===== config.mk =====
export PLATFORM = sky130hd
export DESIGN_NAME = ahb_master_arbiter
export DESIGN_NICKNAME = d
export VERILOG_FILES = /design/src/rtl/ahb_master_arbiter.sv
export SDC_FILE = /design/constraint.sdc
export NUM_CORES = 1
export LEC_CHECK = 0
export BUFFER_PORTS_ARGS = -buffer_cell sky130_fd_sc_hd__buf_2
export CAP_MARGIN = 10
export CORE_ASPECT_RATIO = 1.2
export CORE_MARGIN = 2
export CORE_UTILIZATION = 50
export CTS_CLUSTER_SIZE = 12
export DETAILED_ROUTE_END_ITERATION = 12
export PLACE_DENSITY = 0.86
export SLEW_MARGIN = 20
export SYNTH_ARGS = -nofsm -noshare
export SYNTH_HDL_FRONTEND = slang
export SYNTH_SLANG_ARGS = --single-unit

===== constraint.sdc =====
create_clock -name clock -period 2.4 [get_ports clock]
set_input_delay 0.36 -clock clock [delete_from_list [all_inputs] [get_ports clock]]
set_output_delay 0.36 -clock clock [all_outputs]
set_load 0.02 [all_outputs]

===== src/rtl/ahb_master_arbiter.sv =====
// Purpose: arbitrates NUM_REQ single-transfer requesters onto one AHB-Lite master port, with a hang watchdog.
// Latency: handshake -> NONSEQ next cycle -> data phase -> done pulse 3 cycles after handshake at zero wait states.
// Backpressure: gnt only in IDLE; hready low stretches the current phase until the watchdog aborts. Macro ARB_ROUND_ROBIN_EN selects round-robin.
module ahb_master_arbiter #(
    parameter int NUM_REQ        = 2,
    parameter int TIMEOUT_CYCLES = 256,
    parameter int CNT_W          = $clog2(TIMEOUT_CYCLES + 1)
) (
    input  logic                   clock,
    input  logic                   reset,
    input  logic [NUM_REQ-1:0]     req,
    input  logic [NUM_REQ-1:0]     req_write,
    input  logic [NUM_REQ*32-1:0]  req_addr,
    input  logic [NUM_REQ*32-1:0]  req_wdata,
    input  logic [NUM_REQ*3-1:0]   req_size,
    output logic [NUM_REQ-1:0]     gnt,
    output logic [NUM_REQ-1:0]     done,
    output logic                   err,
    output logic [31:0]            rdata,
    output logic [31:0]            haddr,
    output logic                   hwrite,
    output logic [2:0]             hsize,
    output logic [1:0]             htrans,
    output logic [2:0]             hburst,
    output logic [31:0]            hwdata,
    input  logic [31:0]            hrdata,
    input  logic                   hready,
    input  logic                   hresp
);
    localparam int         IDX_W         = (NUM_REQ > 1) ? $clog2(NUM_REQ) : 1;
    localparam logic [1:0] HTRANS_IDLE   = 2'b00;
    localparam logic [1:0] HTRANS_NONSEQ = 2'b10;

    typedef enum logic [1:0] {
        IDLE = 2'd0,
        ADDR = 2'd1,
        DATA = 2'd2
    } state_t;

    state_t               state_q, state_d;
    logic [IDX_W-1:0]     idx_q, idx_d;
    logic [31:0]          wdata_q, wdata_d;
    logic [31:0]          haddr_q, haddr_d;
    logic [31:0]          hwdata_q, hwdata_d;
    logic [31:0]          rdata_q, rdata_d;
    logic                 hwrite_q, hwrite_d;
    logic [2:0]           hsize_q, hsize_d;
    logic [1:0]           htrans_q, htrans_d;
    logic [NUM_REQ-1:0]   done_q, done_d;
    logic                 err_q, err_d;
    logic                 errh_q, errh_d;
    logic [CNT_W-1:0]     cnt_q, cnt_d;

    logic                 win_vld;
    logic [IDX_W-1:0]     win_idx;
    logic                 hs;
    logic                 timeout;
    logic [31:0]          sel_addr, sel_wdata;
    logic                 sel_write;
    logic [2:0]           sel_size;
    logic [NUM_REQ-1:0]   idx_onehot;

`ifdef ARB_ROUND_ROBIN_EN
    logic [NUM_REQ-1:0]   last_q, last_d;
    int                   rr_last, rr_dist, rr_best;

    // Winner is the asserted request at the smallest distance after the last grantee.
    always_comb begin
        rr_last = 0;
        rr_dist = 0;
        rr_best = NUM_REQ + 1;
        win_vld = 1'b0;
        win_idx = '0;
        for (int i = 0; i < NUM_REQ; i++) begin
            if (last_q[i]) rr_last = i;
        end
        for (int i = 0; i < NUM_REQ; i++) begin
            rr_dist = i - rr_last;
            if (rr_dist <= 0) rr_dist = rr_dist + NUM_REQ;
            if (req[i] && (rr_dist < rr_best)) begin
                rr_best = rr_dist;
                win_vld = 1'b1;
                win_idx = IDX_W'(i);
            end
        end
    end

    // Last-grant pointer moves to the winner on every handshake.
    always_comb begin
        last_d = last_q;
        if (hs) last_d = NUM_REQ'(1) << win_idx;
    end

    // Pointer starts at the top index so requester 0 is served first.
    always_ff @(posedge clock) begin
        if (reset) last_q <= NUM_REQ'(1) << (NUM_REQ - 1);
        else       last_q <= last_d;
    end
`else
    // Fixed priority: lowest asserted index wins.
    always_comb begin
        win_vld = 1'b0;
        win_idx = '0;
        for (int i = NUM_REQ - 1; i >= 0; i--) begin
            if (req[i]) begin
                win_vld = 1'b1;
                win_idx = IDX_W'(i);
            end
        end
    end
`endif

    assign hs      = (state_q == IDLE) && win_vld;
    assign timeout = !hready && (cnt_q == CNT_W'(TIMEOUT_CYCLES - 1));

    // Accept decode and command mux for the current winner; depends only on req and FSM state.
    always_comb begin
        gnt       = '0;
        sel_addr  = '0;
        sel_wdata = '0;
        sel_write = 1'b0;
        sel_size  = '0;
        for (int i = 0; i < NUM_REQ; i++) begin
            if (win_idx == IDX_W'(i)) begin
                gnt[i]    = hs;
                sel_addr  = req_addr[32*i +: 32];
                sel_wdata = req_wdata[32*i +: 32];
                sel_write = req_write[i];
                sel_size  = req_size[3*i +: 3];
            end
        end
    end

    // One-hot of the latched winner, used for the completion pulse.
    always_comb begin
        idx_onehot = '0;
        for (int i = 0; i < NUM_REQ; i++) begin
            idx_onehot[i] = (idx_q == IDX_W'(i));
        end
    end

    // Transfer sequencer: next state plus all registered bus and completion outputs.
    always_comb begin
        state_d  = state_q;
        idx_d    = idx_q;
        wdata_d  = wdata_q;
        haddr_d  = haddr_q;
        hwdata_d = hwdata_q;
        rdata_d  = rdata_q;
        hwrite_d = hwrite_q;
        hsize_d  = hsize_q;
        htrans_d = htrans_q;
        done_d   = '0;
        err_d    = 1'b0;
        errh_d   = errh_q;
        cnt_d    = cnt_q;
        case (state_q)
            IDLE: begin
                cnt_d  = '0;
                errh_d = 1'b0;
                if (hs) begin
                    state_d  = ADDR;
                    idx_d    = win_idx;
                    wdata_d  = sel_wdata;
                    haddr_d  = sel_addr;
                    hwrite_d = sel_write;
                    hsize_d  = sel_size;
                    htrans_d = HTRANS_NONSEQ;
                end
            end
            ADDR: begin
                if (hready) begin
                    state_d  = DATA;
                    htrans_d = HTRANS_IDLE;
                    cnt_d    = '0;
                    if (hwrite_q) hwdata_d = wdata_q;
                end else if (timeout) begin
                    state_d  = IDLE;
                    htrans_d = HTRANS_IDLE;
                    cnt_d    = '0;
                    done_d   = idx_onehot;
                    err_d    = 1'b1;
                end else begin
                    cnt_d = cnt_q + CNT_W'(1);
                end
            end
            DATA: begin
                if (hready) begin
                    state_d = IDLE;
                    cnt_d   = '0;
                    errh_d  = 1'b0;
                    done_d  = idx_onehot;
                    err_d   = hresp | errh_q;
                    if (!hwrite_q) rdata_d = hrdata;
                end else if (timeout) begin
                    state_d = IDLE;
                    cnt_d   = '0;
                    errh_d  = 1'b0;
                    done_d  = idx_onehot;
                    err_d   = 1'b1;
                end else begin
                    cnt_d = cnt_q + CNT_W'(1);
                    // First ERROR cycle is remembered until hready closes the phase.
                    if (hresp) errh_d = 1'b1;
                end
            end
            default: begin
                state_d  = IDLE;
                htrans_d = HTRANS_IDLE;
            end
        endcase
    end

    // State and output registers; reset abandons any transfer in flight.
    always_ff @(posedge clock) begin
        if (reset) begin
            state_q  <= IDLE;
            idx_q    <= '0;
            wdata_q  <= '0;
            haddr_q  <= '0;
            hwdata_q <= '0;
            rdata_q  <= '0;
            hwrite_q <= 1'b0;
            hsize_q  <= '0;
            htrans_q <= HTRANS_IDLE;
            done_q   <= '0;
            err_q    <= 1'b0;
            errh_q   <= 1'b0;
            cnt_q    <= '0;
        end else begin
            state_q  <= state_d;
            idx_q    <= idx_d;
            wdata_q  <= wdata_d;
            haddr_q  <= haddr_d;
            hwdata_q <= hwdata_d;
            rdata_q  <= rdata_d;
            hwrite_q <= hwrite_d;
            hsize_q  <= hsize_d;
            htrans_q <= htrans_d;
            done_q   <= done_d;
            err_q    <= err_d;
            errh_q   <= errh_d;
            cnt_q    <= cnt_d;
        end
    end

    assign haddr  = haddr_q;
    assign hwrite = hwrite_q;
    assign hsize  = hsize_q;
    assign htrans = htrans_q;
    assign hburst = 3'b000;
    assign hwdata = hwdata_q;
    assign done   = done_q;
    assign err    = err_q;
    assign rdata  = rdata_q;

endmodule


Word level (Yosys, flattened, before mapping)
Index checks and enable logic that the tools add are counted.
{ "word_totals": {"romBits": 0, "latchBits": 0, "inputBits": 174, "ram_bits": 0, "mem_count": 0, "reg_bits": 150} }
{ "op_classes": {"n_mul": 0, "n_div": 0, "n_shift": 0, "n_bitwise": 4, "n_lt_le_gt_ge": 0, "eq_ne": 6, "addsub": 1, "reduce_logical": 12, "n_mux": 33} }
{ "op_table": {"columns": ["operator", "count"], "rows": [
  ["$mux W32", 2],
  ["$mux W2", 10],
  ["$mux W9", 2],
  ["$pmux W9 S2", 1],
  ["$mux W1", 12],
  ["$pmux W2 S3", 2],
  ["$add A9 B1 Y9 const B", 1],
  ["$eq A9 B8 Y1 const B", 1],
  ["$reduce_and A3 Y1", 3],
  ["$ne A4 B4 Y1 const B", 1],
  ["$pmux W1 S2", 2],
  ["$pmux W2 S2", 1],
  ["$reduce_and A2 Y1", 2],
  ["$reduce_bool A2 Y1", 2],
  ["$mux W3", 1],
  ["$ne A3 B3 Y1 const B", 1],
  ["$not A1 Y1", 3],
  ["$eq A2 B1 Y1 const B", 1],
  ["$eq A2 B2 Y1 const B", 1],
  ["$logic_and A1 B1 Y1", 2],
  ["$logic_not A2 Y1", 1],
  ["$ne A2 B2 Y1 const B", 1],
  ["$reduce_or A2 Y1", 1],
  ["$logic_not A1 Y1", 1],
  ["$or A1 B1 Y1", 1]
]} }

Logic depth before layout (Yosys ltp)
Gate-level depths: netlist of the first run.
{ "logic_depth": {"depth_word": 5, "mapped_depth": 8, "ltp_nobuf": 6} }

Least setup slack after synthesis of the first run
OpenSTA, ideal clock, no wires.
{ "synth_timing": {"path_kind": "reg2out", "from": "register state_q[0]", "to": "output port gnt[1]", "path_stages_with_launch": 6, "path_buffers": 2, "arrival_time_ps": 1389, "slack_ps": 651, "required_ps": 2040, "path_cell_list": "dfxtp_1 -> inv_1 -> ha_1 -> clkbuf_1 -> clkbuf_1 -> and3_1"} }
{ "synth_between": {"elab_chain_cells": 3} }
{ "synth_rtl": {"columns": ["element", "line_no", "text"], "rows": [
  ["start, declared", "40", "state_t state_q, state_d;"],
  ["start signal, assigned", "231", "state_q <= state_d;"],
  ["$logic_not A2 Y1", "113", "assign hs = (state_q == IDLE) && win_vld;"],
  ["$logic_and A1 B1 Y1", "113", null],
  ["$mux W1", "124", "if (win_idx == IDX_W'(i)) begin"],
  ["end, declared", "16", "output logic [NUM_REQ-1:0] gnt,"]
]} }
Every way passes these cells.

Worst setup path in the final report of the first run
Ends and elaborated chain as after synthesis.

==> results by group, run 1 <==
Global route
  • Vias in the first global route: 5343
  • Initial antenna violation count: 0
  • Grt ovf: 0
  • Largest net degree at the start of global routing: 75
  • First-pass GRT wire length: 25.0 mm
  • GRT Total Usage: 25.5%

Logic synthesis
  • Area leader, netlist: dfxtp_1
  • Cell Area, Synth: 0.00582 mm2
  • Sequential fraction of the synthesis area: 51.2%
  • Mean Syn Cell Area: 8.32 um2
  • Post-synth EDFFs: 0
  • Syn. warnings: 0
  • Predominant post-synthesis flop cell: dfxtp_1
  • Count of different cell masters after synthesis: 37
  • Post-synth top area share: 51.2%
  • Cells after synthesis: 700
  • Top cells by count, synth: dfxtp_1, nand2_1, nor2_1
  • Largest cells by area after synthesis: dfxtp_1, nand2_1, a211oi_1
  • Post-synth ARST share: 0%
  • Register bit count reported by yosys: 149
  • Count leader, synth: dfxtp_1

STA
  • Slew Limit Headroom: 47.4%
  • Setup TNS: 0 ps
  • Final Hold Fails: 0
  • Fmax: 475 MHz
  • Setup violators final: 0
  • Hold WS: 174 ps
  • Slew @ Worst Pin: 789 ps
  • Final period util: 87.7%
  • Final Max Slew Viols: 0
  • Fin crit period: 2110 ps
  • Clock skew: 6.81 ps
  • Unrepaired setup endpoints after global routing: false

Setup path
  • Crit end category: output pin
  • CP required: 2040 ps
  • CP Max Fanout: 30
  • Reg-to-reg endpoint: rdata[6]$_SDFFE_PP0P_
  • Critical path launch point type: register
  • Reg2Reg Launch Point: state_q[0]$_SDFFE_PP0P_
  • Worst Setup Path Type: register to output pin
  • Crit-path max cell delay: 350 ps
  • R2R Setup Slk: 640 ps
  • Worst path arrival time: 1750 ps
  • Critical-path top delay cell: dfxtp_1
  • Cells along the critical path: inv_1 > ha_2 > buf_4 > and3_1 > buf_2
  • Worst-case reg-to-reg path depth: 6

Pwr
  • Power share of the combinational group: 14.0%
  • Pwr Total: 6100 uW
  • Clk pwr share: 41.6%
  • Part of the power in registers: 44.4%
  • Static leakage: 0.00347 uW
  • Worst IR Drop VDD: 0.000378 V
  • Switching share of power: 26.9%
  • Internal: 4460 uW
  • Sw power: 1640 uW
  • PwrDens: 779 mW/mm2

Detailed routing
  • Routed WL: 16.2 mm
  • 1st-pass router iterations: 4
  • 1st-iter DRT viols: 238
  • Drt drc: 0
  • Drt wl/cell: 14.6 um
  • Via Count: 5860
  • Vias/cell: 5.26
  • Final ANT Viol Nets: 0

Layout
  • Fillers: 1009
  • Design area: 0.00782 mm2
  • Multi-input gate area: 0.00254 mm2
  • Finished Layout Cells: 1115
  • Layout area overhead: 34.3%
  • Reg area: 0.00298 mm2
  • Final #Nets: 1124
  • Share of layout cells above drive strength 1: 34.7%
  • # diodes: 0

Hold path
  • Min-delay src: hresp
  • Hold Crit Class: input port to register
  • Worst Hold End: err$_SDFF_PP0_
  • WHS Path Cells: 2

Clocking
  • Setup Fix Bufs, Post-CTS: 0
  • Clock slew at reported path FFs: 60 ps
  • CTS H-tree lvls: 4
  • Clk root buf: clkbuf_16
  • CTS tree: done
  • Clk_lat worst skew: 410 ps
  • # clock sinks: 149
  • Num CTS Buffers: 17
  • Hold_buf cts: 0
  • Cts repair resizes: 0
  • CTS Buffer Depth: 2

Die
  • Row Count: 43
  • Die area: 0.0125 mm2
  • Die X: 103 um
  • Core area: 0.0115 mm2
  • Die Y-Extent: 122 um
  • Ports: 284
  • Initial Util: 50.8%

Placed design
  • PortBufs: 279
  • Area after DPL: 0.00725 mm2
  • Post-DP HPWL: 11.3 mm
  • GPL Wtd Cong: 0.779
  • Placed cell count: 1083

Status
  • Status: finished clean

Job
  • # Max-Cap Violations: 0
## state kept, by name (all words and copies together), names as in the netlist, 2 cells and up
register  flops
haddr        32
cnt_q         9
hwdata       32
done          2
wdata_q      32
state_q       2
hsize         3
rdata        32
## how the worst max path moves through the flow
stage / from / end / slack [ps] / cells after the start
final: state_q[0]$_SDFFE_PP0P_ / gnt[1] / 290 / 5
after global routing: state_q[0]$_SDFFE_PP0P_ / gnt[1] / 180 / 5
after CTS: state_q[0]$_SDFFE_PP0P_ / gnt[0] / 280 / 5
after detailed placement: req[0] / gnt[1] / 380 / 5
after global placement: req[0] / gnt[1] / 390 / 5
after floorplan: state_q[0]$_SDFFE_PP0P_ / gnt[1] / 650 / 5
## layer usage
| metal | up-vias | track usage [%] | routed length (um) |
|---|---|---|---|
| li1 | 2938 | - | - |
| met1 | 2656 | 28.8 | 6420 |
| met2 | 238 | 45.6 | 8300 |
| met3 | 28 | 6.15 | 1190 |
| met4 | 0 | 10.3 | 328 |
| met5 | - | 0 | 0 |
## cell families after synthesis
family | Yosys count | share of synthesized area [%]
and+or+nand+nor | 248 | 17.3
xor gates and xnor gates | 6 | 0.902
adders and majority gates | 5 | 1.07
muxes | 1 | 0.172
buffers and inverters | 72 | 5.61
AOI/OAI and AO/OA | 218 | 23.7
DFF | 149 | 51.2
other | 1 | 0.0644
## area by class of cell
type	count	share of cell area, %
repair buffers	290	19.3
multi-input cells	482	32.5
clock buffers	19	5.79
well taps	157	2.51
flip-flops and latches	149	38.1
clock inverters	13	1.58
inverters	5	0.240
## cell usage in the layout (no fill, tap or decap), types with 2 or more instances in the layout
| cell | netlist | final |
|---|---|---|
| buf_2 | 18 | 278 |
| dfxtp_1 | 149 | 149 |
| nand2_1 | 138 | 137 |
| nor2_1 | 83 | 82 |
| a21oi_1 | 73 | 73 |
| o22ai_1 | 68 | 68 |
| a211oi_1 | 68 | 68 |
| clkbuf_16 | 0 | 17 |
| buf_4 | 9 | 10 |
| nand3_1 | 7 | 7 |
| clkinv_4 | 0 | 7 |
| inv_1 | 4 | 4 |
| ha_1 | 5 | 4 |
| conb_1 | 1 | 4 |
| nor2b_1 | 4 | 3 |
| xnor2_1 | 3 | 3 |
| xor2_1 | 3 | 3 |
| clkinv_2 | 0 | 3 |
| and3_1 | 2 | 2 |
| and2_1 | 2 | 2 |
| o21ai_0 | 2 | 2 |
| nand2b_1 | 2 | 2 |
| nand3b_1 | 2 | 2 |
| nor3_1 | 2 | 2 |
| nor3b_1 | 2 | 2 |
| clkbuf_8 | 0 | 2 |
| inv_6 | 0 | 2 |
| buf_12 | 0 | 2 |
## through the flow
stage	setup WS (ps)	utilization, %
floorplan	651	-
global placement	392	63.2
detailed placement	385	63.2
finish	294	68.3
global route	175	68.3
CTS	282	68.3
## critical path: cells and delay by family, from the launching register on
kind,cells,cell delay (ps)
fa+ha+maj,1,190
buf+inv,3,570
flops,1,350
simple gates,1,200
## power groups by stage
stage | clock [uW] | sequential, uW | combinational, uW
final | 2540 | 2710 | 853
after global routing | 2710 | 2720 | 940
after CTS | 2580 | 2710 | 859
after detailed placement | 0 | 2760 | 853
after global placement | 0 | 2750 | 842
after floorplan | 0 | 2850 | 429
Power figures use the tool's default switching activity.
==> run 2, diff against run 1 <==
- GPL_TIMING_DRIVEN: default -> 0
==> run 2 against run 1 <==
  * Utilization is 1.9 points higher
  * Routed wire length is 11% higher
  * Maximum frequency is 6.0% lower
  * Sequential power hardly changed
  * Global-route usage is 2.5 points higher
  * Clock power is 8.7% higher
  * Worst setup slack worse by 130 ps
  * Non-clock buffer count is 53 higher
  * Highest routed layer unchanged
==> results by group, run 2 (synthesis results as in run 1) <==
Clocking
  • # clock sinks: 149
  • Clk root buf: clkbuf_16
  • Clock slew at reported path FFs: 60 ps
  • CTS Buffer Depth: 2
  • Num CTS Buffers: 17
  • Hold_buf cts: 0
  • Cts repair resizes: 1
  • Setup Fix Bufs, Post-CTS: 0
  • CTS H-tree lvls: 4
  • Clk_lat worst skew: 430 ps
  • CTS tree: done

Die
  • Die area: 0.0125 mm2
  • Initial Util: 50.8%
  • Die Y-Extent: 122 um
  • Row Count: 43
  • Core area: 0.0115 mm2
  • Die X: 103 um
  • Ports: 284

Global route
  • Grt ovf: 0
  • GRT Total Usage: 28.1%
  • Vias in the first global route: 5698
  • Initial antenna violation count: 0
  • Largest net degree at the start of global routing: 20
  • First-pass GRT wire length: 27.3 mm

Pwr
  • Power share of the combinational group: 14.1%
  • PwrDens: 792 mW/mm2
  • Clk pwr share: 43.3%
  • Switching share of power: 27.9%
  • Worst IR Drop VDD: 0.000441 V
  • Pwr Total: 6370 uW
  • Sw power: 1780 uW
  • Part of the power in registers: 42.6%
  • Internal: 4590 uW
  • Static leakage: 0.00357 uW

STA
  • Clock skew: 9.87 ps
  • Slew @ Worst Pin: 654 ps
  • Setup violators final: 0
  • Slew Limit Headroom: 56.4%
  • Worst setup margin: 160 ps
  • Fin crit period: 2240 ps
  • Final Max Slew Viols: 0
  • Unrepaired setup endpoints after global routing: false
  • Setup TNS: 0 ps
  • Fmax: 446 MHz
  • Final period util: 93.3%
  • Final Hold Fails: 0

Detailed routing
  • Drt wl/cell: 15.4 um
  • Routed WL: 18.0 mm
  • Drt drc: 0
  • Vias/cell: 5.26
  • 1st-pass router iterations: 5
  • Via Count: 6147
  • 1st-iter DRT viols: 300
  • Final ANT Viol Nets: 0

Setup path
  • CP Max Fanout: 19
  • Crit path max-delay family: buffers and inverters
  • Critical-path top delay cell: dfxtp_1
  • Buffers plus inverters on the worst setup path: 3
  • Worst Setup Path Type: register to output pin
  • Worst path arrival time: 1880 ps
  • Crit-path max cell delay: 400 ps
  • Critical path launch point type: register
  • CP required: 2040 ps
  • Crit end category: output pin
  • Cells along the critical path: inv_1 > ha_1 > clkbuf_2 > and2_1 > buf_2

Placed design
  • Pre-CTS WS: 205 ps
  • PortBufs: 277
  • Area after DPL: 0.00742 mm2
  • Placed cell count: 1137
  • Post-DP HPWL: 13.6 mm
  • GPL Wtd Cong: 0.869

Layout
  • Final #Nets: 1177
  • Multi-input gate area: 0.00253 mm2
  • # diodes: 0
  • Most frequent cells in the layout: buf_2, dfxtp_1, nand2_1, nor2_1, a21oi_1
  • Share of layout cells above drive strength 1: 33.9%
  • Finished Layout Cells: 1168
  • Fillers: 949
  • Reg area: 0.00298 mm2
  • Design area: 0.00804 mm2
  • Layout area overhead: 38.0%
  • Most common cell after layout, fill and taps aside: buf_2

Status
  • Status: finished clean

Hold path
  • Hold Crit Class: input port to register

Job
  • # Max-Cap Violations: 0
run 2: cell types whose count changed in the layout (fill, tap and decap cells not counted), moves of 2 or more:
cell | previous run | this run
clkbuf_1 | 0 | 37
buf_2 | 278 | 295
buf_12 | 2 | 0
inv_6 | 2 | 4
clkinv_4 | 7 | 2
inv_8 | 0 | 4
clkinv_2 | 3 | 0
run 2: power by group through the flow:
stage	clock (uW)	sequential, uW	combinational, uW
4_1_cts	2780	2710	894
3_5_place_dp	0	2760	892
5_1_grt	2890	2730	975
2_1_floorplan	0	2850	429
6_report	2760	2710	896
3_3_place_gp	0	2760	877
run 2: cell type report:
class	count	area share, %
plain buffers	66	3.80
clock buffers	18	5.46
well taps	157	2.44
flip-flops and latches	149	37.1
multi-input cells	482	31.4
repair buffers	277	17.3
clock inverters	14	2.26
inverters	5	0.234
run 2: metal layers:
layer	part of all wire, %	wire (um)	GRT usage [%]
met5	0	0	0
met4	3.0	549	12.2
met3	7.7	1380	6.89
met2	50	9090	49.6
met1	39	7000	31.7
run 2: worst paths after layout:
kind | start | endpoint | slack (ps) | cells past startpoint
worst max-delay path | state_q[0]$_SDFFE_PP0P_ | gnt[0] | 160 | 5
worst min-delay path | hresp | err$_SDFF_PP0_ | 170 | 2
worst max register to register | state_q[0]$_SDFFE_PP0P_ | rdata[6]$_SDFFE_PP0P_ | 510 | 8
worst min register to register | idx_q$_SDFFE_PP0P_ | done[0]$_SDFF_PP0_ | 440 | 1
run 2: stage by stage:
stage / util, % / hold slack, ps
2_1_floorplan: - / 406
3_3_place_gp: 64.7 / 422
3_5_place_dp: 64.7 / 432
4_1_cts: 70.1 / 161
5_1_grt: 70.1 / 179
6_report: 70.1 / 165
